File: src/rtl/div_arbiter_pkg.sv
// Shared types and constants for the divider arbiter.
package div_arbiter_pkg;

    // Arbiter control states
    typedef enum logic [1:0] {
        S_IDLE  = 2'd0,
        S_ISSUE = 2'd1,
        S_WAIT  = 2'd2,
        S_RESP  = 2'd3
    } state_e;

    // Quotient returned for a zero divisor; sliced down to the data width
    // at the point of use, so any DATA_WIDTH up to 64 is covered.
    localparam logic [63:0] DIV_BY_ZERO_QUOTIENT = '1;

    // Width of a requester index (at least one bit)
    function automatic int idx_width(input int n);
        return (n > 1) ? $clog2(n) : 1;
    endfunction

endpackage

File: src/rtl/div_arbiter_if.sv
// Requester and divider signals of the divider arbiter, bundled.
interface div_arbiter_if #(
    parameter int NUM_REQ    = 2,
    parameter int DATA_WIDTH = 32
);
    logic [NUM_REQ-1:0]                 req_valid;
    logic [NUM_REQ-1:0]                 req_ready;
    logic [NUM_REQ-1:0][DATA_WIDTH-1:0] req_dividend;
    logic [NUM_REQ-1:0][DATA_WIDTH-1:0] req_divisor;
    logic [NUM_REQ-1:0]                 rsp_valid;
    logic [NUM_REQ-1:0]                 rsp_ready;
    logic [DATA_WIDTH-1:0]              rsp_quotient;
    logic [DATA_WIDTH-1:0]              rsp_remainder;
    logic                               rsp_overflow;
    logic                               div_start;
    logic [DATA_WIDTH-1:0]              div_dividend;
    logic [DATA_WIDTH-1:0]              div_divisor;
    logic [DATA_WIDTH-1:0]              div_quotient;
    logic [DATA_WIDTH-1:0]              div_remainder;
    logic                               div_overflow;
    logic                               div_done;

    // Arbiter side
    modport slave (
        input  req_valid, req_dividend, req_divisor, rsp_ready,
               div_quotient, div_remainder, div_overflow, div_done,
        output req_ready, rsp_valid, rsp_quotient, rsp_remainder, rsp_overflow,
               div_start, div_dividend, div_divisor
    );

    // Requesters plus divider side
    modport master (
        output req_valid, req_dividend, req_divisor, rsp_ready,
               div_quotient, div_remainder, div_overflow, div_done,
        input  req_ready, rsp_valid, rsp_quotient, rsp_remainder, rsp_overflow,
               div_start, div_dividend, div_divisor
    );
endinterface

File: src/rtl/div_arbiter_rr_pick.sv
// Round-robin winner selection: first requester above last_grant, wrapping.
module rr_pick
    import div_arbiter_pkg::*;
#(
    parameter int NUM_REQ = 2,
    parameter int IDX_W   = idx_width(NUM_REQ)
) (
    input  logic [NUM_REQ-1:0] req,
    input  logic [IDX_W-1:0]   last_grant,
    output logic [NUM_REQ-1:0] grant
);
    logic found;
    int   base;

    // Scan positions last_grant+1 .. last_grant+NUM_REQ modulo NUM_REQ
    always_comb begin
        grant = '0;
        found = 1'b0;
        base  = int'(last_grant) + 1;
        for (int k = 0; k < NUM_REQ; k++) begin
            for (int j = 0; j < NUM_REQ; j++) begin
                if (!found && req[j] && (j == (base + k) % NUM_REQ)) begin
                    grant[j] = 1'b1;
                    found    = 1'b1;
                end
            end
        end
    end
endmodule

File: src/rtl/div_arbiter.sv
// Shares one external divider between NUM_REQ requesters with round-robin
// arbitration, divide-by-zero bypass and a WAIT watchdog.
module div_arbiter
    import div_arbiter_pkg::*;
#(
    parameter int NUM_REQ    = 2,
    parameter int DATA_WIDTH = 32,
    parameter int TIMEOUT    = 64
) (
    input  logic          clk,
    input  logic          rst,
    div_arbiter_if.slave  bus
);
    localparam int IDX_W = idx_width(NUM_REQ);
    localparam int WD_W  = $clog2(TIMEOUT + 1);

    state_e                state_q, state_d;
    logic [IDX_W-1:0]      last_grant_q, last_grant_d;
    logic [IDX_W-1:0]      owner_q, owner_d;
    logic [DATA_WIDTH-1:0] dividend_q, dividend_d;
    logic [DATA_WIDTH-1:0] divisor_q, divisor_d;
    logic [DATA_WIDTH-1:0] quot_q, quot_d;
    logic [DATA_WIDTH-1:0] rem_q, rem_d;
    logic                  ovf_q, ovf_d;
    logic [WD_W-1:0]       wd_q, wd_d;

    logic [NUM_REQ-1:0]    grant;
    logic [IDX_W-1:0]      sel_idx;
    logic [DATA_WIDTH-1:0] sel_dividend;
    logic [DATA_WIDTH-1:0] sel_divisor;
    logic [NUM_REQ-1:0]    rsp_valid_c;
    logic                  owner_ack;
    logic [NUM_REQ-1:0]    req_ready_c;
    logic                  div_start_c;

    rr_pick #(.NUM_REQ(NUM_REQ), .IDX_W(IDX_W)) u_rr_pick (
        .req        (bus.req_valid),
        .last_grant (last_grant_q),
        .grant      (grant)
    );

    // Turn the one-hot grant into an index and the winner's operands
    always_comb begin
        sel_idx      = '0;
        sel_dividend = '0;
        sel_divisor  = '0;
        for (int j = 0; j < NUM_REQ; j++) begin
            if (grant[j]) begin
                sel_idx      = IDX_W'(j);
                sel_dividend = bus.req_dividend[j];
                sel_divisor  = bus.req_divisor[j];
            end
        end
    end

    // One-hot response valid for the owner; only the owner's ready counts
    always_comb begin
        rsp_valid_c = '0;
        for (int j = 0; j < NUM_REQ; j++) begin
            if (state_q == S_RESP && owner_q == IDX_W'(j)) rsp_valid_c[j] = 1'b1;
        end
        owner_ack = |(rsp_valid_c & bus.rsp_ready);
    end

    // Next-state and control outputs
    always_comb begin
        state_d      = state_q;
        last_grant_d = last_grant_q;
        owner_d      = owner_q;
        dividend_d   = dividend_q;
        divisor_d    = divisor_q;
        quot_d       = quot_q;
        rem_d        = rem_q;
        ovf_d        = ovf_q;
        wd_d         = wd_q;
        req_ready_c  = '0;
        div_start_c  = 1'b0;
        case (state_q)
            S_IDLE: begin
                if (|grant) begin
                    req_ready_c = grant;
                    owner_d     = sel_idx;
                    dividend_d  = sel_dividend;
                    divisor_d   = sel_divisor;
                    if (sel_divisor == '0) begin
                        // Zero divisor never reaches the divider
                        quot_d  = DIV_BY_ZERO_QUOTIENT[DATA_WIDTH-1:0];
                        rem_d   = sel_dividend;
                        ovf_d   = 1'b1;
                        state_d = S_RESP;
                    end else begin
                        state_d = S_ISSUE;
                    end
                end
            end
            S_ISSUE: begin
                div_start_c = 1'b1;
                wd_d        = '0;
                state_d     = S_WAIT;
            end
            S_WAIT: begin
                // done wins over a watchdog expiry in the same cycle
                if (bus.div_done) begin
                    quot_d  = bus.div_quotient;
                    rem_d   = bus.div_remainder;
                    ovf_d   = bus.div_overflow;
                    state_d = S_RESP;
                end else if (wd_q == WD_W'(TIMEOUT - 1)) begin
                    quot_d  = '0;
                    rem_d   = '0;
                    ovf_d   = 1'b1;
                    state_d = S_RESP;
                end else begin
                    wd_d = wd_q + 1'b1;
                end
            end
            S_RESP: begin
                if (owner_ack) begin
                    last_grant_d = owner_q;
                    state_d      = S_IDLE;
                end
            end
            default: state_d = S_IDLE;
        endcase
    end

    // State and datapath registers, cleared asynchronously
    always_ff @(posedge clk or posedge rst) begin
        if (rst) begin
            state_q      <= S_IDLE;
            last_grant_q <= IDX_W'(NUM_REQ - 1);
            owner_q      <= '0;
            dividend_q   <= '0;
            divisor_q    <= '0;
            quot_q       <= '0;
            rem_q        <= '0;
            ovf_q        <= 1'b0;
            wd_q         <= '0;
        end else begin
            state_q      <= state_d;
            last_grant_q <= last_grant_d;
            owner_q      <= owner_d;
            dividend_q   <= dividend_d;
            divisor_q    <= divisor_d;
            quot_q       <= quot_d;
            rem_q        <= rem_d;
            ovf_q        <= ovf_d;
            wd_q         <= wd_d;
        end
    end

    // req_ready is combinational from the request vector, so mask it in reset
    assign bus.req_ready     = rst ? '0 : req_ready_c;
    assign bus.div_start     = div_start_c;
    assign bus.rsp_valid     = rsp_valid_c;
    assign bus.rsp_quotient  = quot_q;
    assign bus.rsp_remainder = rem_q;
    assign bus.rsp_overflow  = ovf_q & (state_q == S_RESP);
    assign bus.div_dividend  = dividend_q;
    assign bus.div_divisor   = divisor_q;

endmodule

File: src/flat_wrapper.sv
// flat-port wrapper written by rule: the top's interface ports become plain ports
module div_arbiter_flat import div_arbiter_pkg::*;
#(
    parameter int NUM_REQ    = 2,
    parameter int DATA_WIDTH = 32,
    parameter int TIMEOUT    = 64
)
  (clk, rst, bus_req_valid, bus_req_dividend, bus_req_divisor, bus_rsp_ready, bus_div_quotient, bus_div_remainder, bus_div_overflow, bus_div_done, bus_req_ready, bus_rsp_valid, bus_rsp_quotient, bus_rsp_remainder, bus_rsp_overflow, bus_div_start, bus_div_dividend, bus_div_divisor);
  div_arbiter_if #(.NUM_REQ(NUM_REQ), .DATA_WIDTH(DATA_WIDTH)) bus_i ();
  input  logic clk;
  input  logic rst;
  input wire logic [$bits(bus_i.req_valid)-1:0] bus_req_valid;
  input wire logic [$bits(bus_i.req_dividend)-1:0] bus_req_dividend;
  input wire logic [$bits(bus_i.req_divisor)-1:0] bus_req_divisor;
  input wire logic [$bits(bus_i.rsp_ready)-1:0] bus_rsp_ready;
  input wire logic [$bits(bus_i.div_quotient)-1:0] bus_div_quotient;
  input wire logic [$bits(bus_i.div_remainder)-1:0] bus_div_remainder;
  input wire logic [$bits(bus_i.div_overflow)-1:0] bus_div_overflow;
  input wire logic [$bits(bus_i.div_done)-1:0] bus_div_done;
  output wire logic [$bits(bus_i.req_ready)-1:0] bus_req_ready;
  output wire logic [$bits(bus_i.rsp_valid)-1:0] bus_rsp_valid;
  output wire logic [$bits(bus_i.rsp_quotient)-1:0] bus_rsp_quotient;
  output wire logic [$bits(bus_i.rsp_remainder)-1:0] bus_rsp_remainder;
  output wire logic [$bits(bus_i.rsp_overflow)-1:0] bus_rsp_overflow;
  output wire logic [$bits(bus_i.div_start)-1:0] bus_div_start;
  output wire logic [$bits(bus_i.div_dividend)-1:0] bus_div_dividend;
  output wire logic [$bits(bus_i.div_divisor)-1:0] bus_div_divisor;
  assign bus_i.req_valid = bus_req_valid;
  assign bus_i.req_dividend = bus_req_dividend;
  assign bus_i.req_divisor = bus_req_divisor;
  assign bus_i.rsp_ready = bus_rsp_ready;
  assign bus_i.div_quotient = bus_div_quotient;
  assign bus_i.div_remainder = bus_div_remainder;
  assign bus_i.div_overflow = bus_div_overflow;
  assign bus_i.div_done = bus_div_done;
  assign bus_req_ready = bus_i.req_ready;
  assign bus_rsp_valid = bus_i.rsp_valid;
  assign bus_rsp_quotient = bus_i.rsp_quotient;
  assign bus_rsp_remainder = bus_i.rsp_remainder;
  assign bus_rsp_overflow = bus_i.rsp_overflow;
  assign bus_div_start = bus_i.div_start;
  assign bus_div_dividend = bus_i.div_dividend;
  assign bus_div_divisor = bus_i.div_divisor;
  div_arbiter #(.NUM_REQ(NUM_REQ), .DATA_WIDTH(DATA_WIDTH), .TIMEOUT(TIMEOUT)) u_core (.clk(clk), .rst(rst), .bus(bus_i));
endmodule
File: config.mk
export PLATFORM = sky130hd
export DESIGN_NAME = div_arbiter_flat
export DESIGN_NICKNAME = d
export VERILOG_FILES = /design/src/rtl/div_arbiter_pkg.sv /design/src/rtl/div_arbiter_if.sv /design/src/rtl/div_arbiter_rr_pick.sv /design/src/rtl/div_arbiter.sv /design/src/flat_wrapper.sv
export SDC_FILE = /design/constraint.sdc
export NUM_CORES = 1
export LEC_CHECK = 0
export BUFFER_PORTS_ARGS = -buffer_cell sky130_fd_sc_hd__clkbuf_2
export CORE_AREA = 2 2 132 134
export DETAILED_ROUTE_END_ITERATION = 8
export DIE_AREA = 0 0 134 136
export PLACE_DENSITY = 0.84
export RECOVER_POWER = 25
export SYNTH_ARGS = -nofsm -noshare
export SYNTH_HDL_FRONTEND = slang
export SYNTH_SLANG_ARGS = --single-unit
File: constraint.sdc
create_clock -name clk -period 6.9 [get_ports clk]
set_input_delay 1.38 -clock clk [delete_from_list [all_inputs] [get_ports clk]]
set_output_delay 1.38 -clock clk [all_outputs]
set_load 0.05 [all_outputs]
==> metrics.yaml <==
slew_headroom: -0.8981
crit_fanout: 43
drive_gt1_frac: 0.4462
met3_usage: 0.04773
firstDrtPassIters: 5
fill_cells: 1481
ys.flop_type: "dfrtp_1"
synth.top_cell.area_share: 0.5083
slew_viol_final: 147
fp-row-count: 48
stdcell_count: 1211
fin_setup_tns_ns: 0
synthMostInstantiatedCell: "nand2_1"
failed_checks: "capacitance limit, slew limit"
gp_congestion: 0.9249
synth_area_leaders: "dfrtp_1, mux2_4, nand2_1"
detail_route.wl_per_cell_microns: 17.30
worst_slew_pin_slew_ns: 2.847
yosys.cell_types.count: 35
synth.avg_cell_area_sq_um: 10.32
cts_hold_buf: 0
dieHeight_microns: 136
seq_area_frac_synth: 0.5122
status: "finished with violations"
routed-via-count: 6212
holdWs_ns: 0.4784
cts.clk_slew.worst_paths_ns: 0.06
grt_util_met1: 0.3002
dpl.hpwl_microns: 15500
irDropWorstVdd_uv: 287.5
power.total_mw: 5.303
overflow: 0
setup_viol: 0
insertion_delay_ns: 0.42
grt_pass1_vias: 6146
p_leak_nw: 4.620
cts_tree: "yes"
crit-reg2reg-launch: "u_core.state_q[0]"
drtAntennaViolNets: 0
critical_path_class: "input pin to primary output"
hp-start: "u_core.bus.div_divisor[13]"
cts_buffers: 17
clock-root-buffer: "clkbuf_16"
track_usage: 0.2294
clock.fmax_mhz: 194.7
wl_microns: 20950
clock_skew_ns: 0.01237
core_sq_mm: 0.01688
io_buffers: 333
critPathArrivalTime_ns: 3.76
cts_post_setup_buffers_inserted: 0
viasPerCell: 5.130
num-nets-final: 1179
grt_antenna_before_repair: 0
finalHoldViolCount: 0
ys_seq_elements: 140
yosys.area.top_type: "dfrtp_1"
ys_warn_count: 0
die_x_microns: 134
syn_to_final_growth_pct: 35.55
initial_core_util: 0.4055
p_per_area_mw_per_mm2: 571.8
fin_crit_sh: 0.7445
grt_pass1_wl_microns: 32560
place_inst: 1179
antenna_cells: 0
critPathLaunch: "rst"
setup.worst_path.start_class: "input pin"
cpPeakStageDelay_ns: 1.37
grt_max_degree: 87
grt-busiest-layer: "met2"
cts-resized-gates: 0
rsz0062_at_grt: "no"
synth_area_sq_mm: 0.006843
synth-edff-count: 0
ctsLongestPathBuffers: 2
ys_top_cells_by_count: "nand2_1, dfrtp_1, o21ai_0"
max_cap_viol_count: 3
crit_path_end_kind: "primary output"
hp-class: "register to register"
critPathSlowestCell: "clkinvlp_2"
cts.sinks: 140
drcViolationCount: 0
netlist_instances: 663
grt_util_met2: 0.3735
fin_crit_ns: 5.137
io-pin-count: 334
async_reset_ff_frac: 1.000
drtIter0Drc: 367
syn_nets: 869
timing.final.ws_setup_ns: 1.763
die-area_sq_mm: 0.01822
pre_cts_ws_ns: 2.283
cts_max_level: 4
cp.required_ns: 5.52
path_cells: "clkbuf_1 -> clkinvlp_2 -> and3_1 -> clkbuf_2"
[placed cells by master (no fill, tap or decap), types with 10 or more instances in the layout]
cell,count
nand2_1,170
nor4_1,16
dfrtp_1,139
a22oi_1,64
o21ai_0,89
mux2_2,10
clkbuf_2,332
clkbuf_16,17
mux2_4,50
o21ai_1,12
[per-layer routing]
| metal | vias up | routed length, microns |
|---|---|---|
| li1 | 2956 | - |
| met1 | 2969 | 8963 |
| met2 | 243 | 10320 |
| met3 | 44 | 1125 |
| met4 | 0 | 537 |
| met5 | - | 0 |
[kinds of logic (layout without fill, tap and decap cells)]
| kind of cell | after synthesis | after routing | synth area share |
|---|---|---|---|
| XOR/XNOR | 4 | 4 | 0.005119 |
| multiplexers | 67 | 67 | 0.1373 |
| flip-flops | 140 | 140 | 0.5122 |
| AO/OA/AOI/OAI | 177 | 177 | 0.1593 |
| adder cells (fa/ha/maj) | 6 | 6 | 0.01097 |
| AND/OR/NAND/NOR | 214 | 214 | 0.1313 |
| buffers and inverters | 55 | 378 | 0.04389 |
[area by class of cell]
class	instances	area, sq um	share of cell area
sequential	140	3505	0.3778
multi-input combinational	468	3082	0.3323
timing repair buffer	341	1730	0.1866
clock buffer	19	442.9	0.04775
tap	225	281.5	0.03035
clock inverter	13	214.0	0.02307
inverter	5	20.02	0.002158
[report_power, final]
| part | total, mW | internal (mW) | switching (mW) | leakage (nW) |
|---|---|---|---|---|
| sequential | 1.39 | 1.18 | 0.207 | 1.68 |
| combinational | 2.90 | 0.853 | 2.05 | 2.62 |
| clock | 1.02 | 0.655 | 0.362 | 0.314 |
| total | 5.30 | 2.69 | 2.62 | 4.62 |
[critical path, delay by kind of cell]
kind	cells	cell delay (ns)
buffers and inverters	3	1.70
and+or+nand+nor	1	0.64
[registers in the layout (all words and copies together) (netlist names)]
register                  flops
u_core.wd_q                   7
u_core.bus.div_dividend      32
u_core.bus.div_divisor       32
u_core.ovf_q                  1
u_core.bus.rsp_remainder     32
u_core.bus.rsp_quotient      32
u_core.last_grant_q           1
u_core.state_q                2
u_core.owner_q                1
[path summary, 6_finish.rpt]
| path | end | slack (ns) | cells after the start |
|---|---|---|---|
| worst max-delay path | bus_req_ready[1] | 1.76 | 4 |
| worst min-delay path | u_core.bus.div_divisor[13] | 0.48 | 2 |
| worst max register to register | u_core.bus.rsp_remainder[27] | 3.39 | 10 |
| worst min register to register | u_core.bus.div_divisor[13] | 0.48 | 2 |
| max in group asynchronous | u_core.bus.rsp_quotient[6] | 2.14 | 3 |
| min in group asynchronous | u_core.bus.rsp_quotient[15] | 1.40 | 2 |
[metrics by stage]
stage / util / instance area [sq um]
global placement: 0.5114 / 8631
CTS: 0.5503 / 9288
global route: 0.5496 / 9275
finish: 0.5496 / 9275
detailed placement: 0.5114 / 8631
floorplan: - / 6843
No activity file was read; power rests on OpenSTA's default activity.
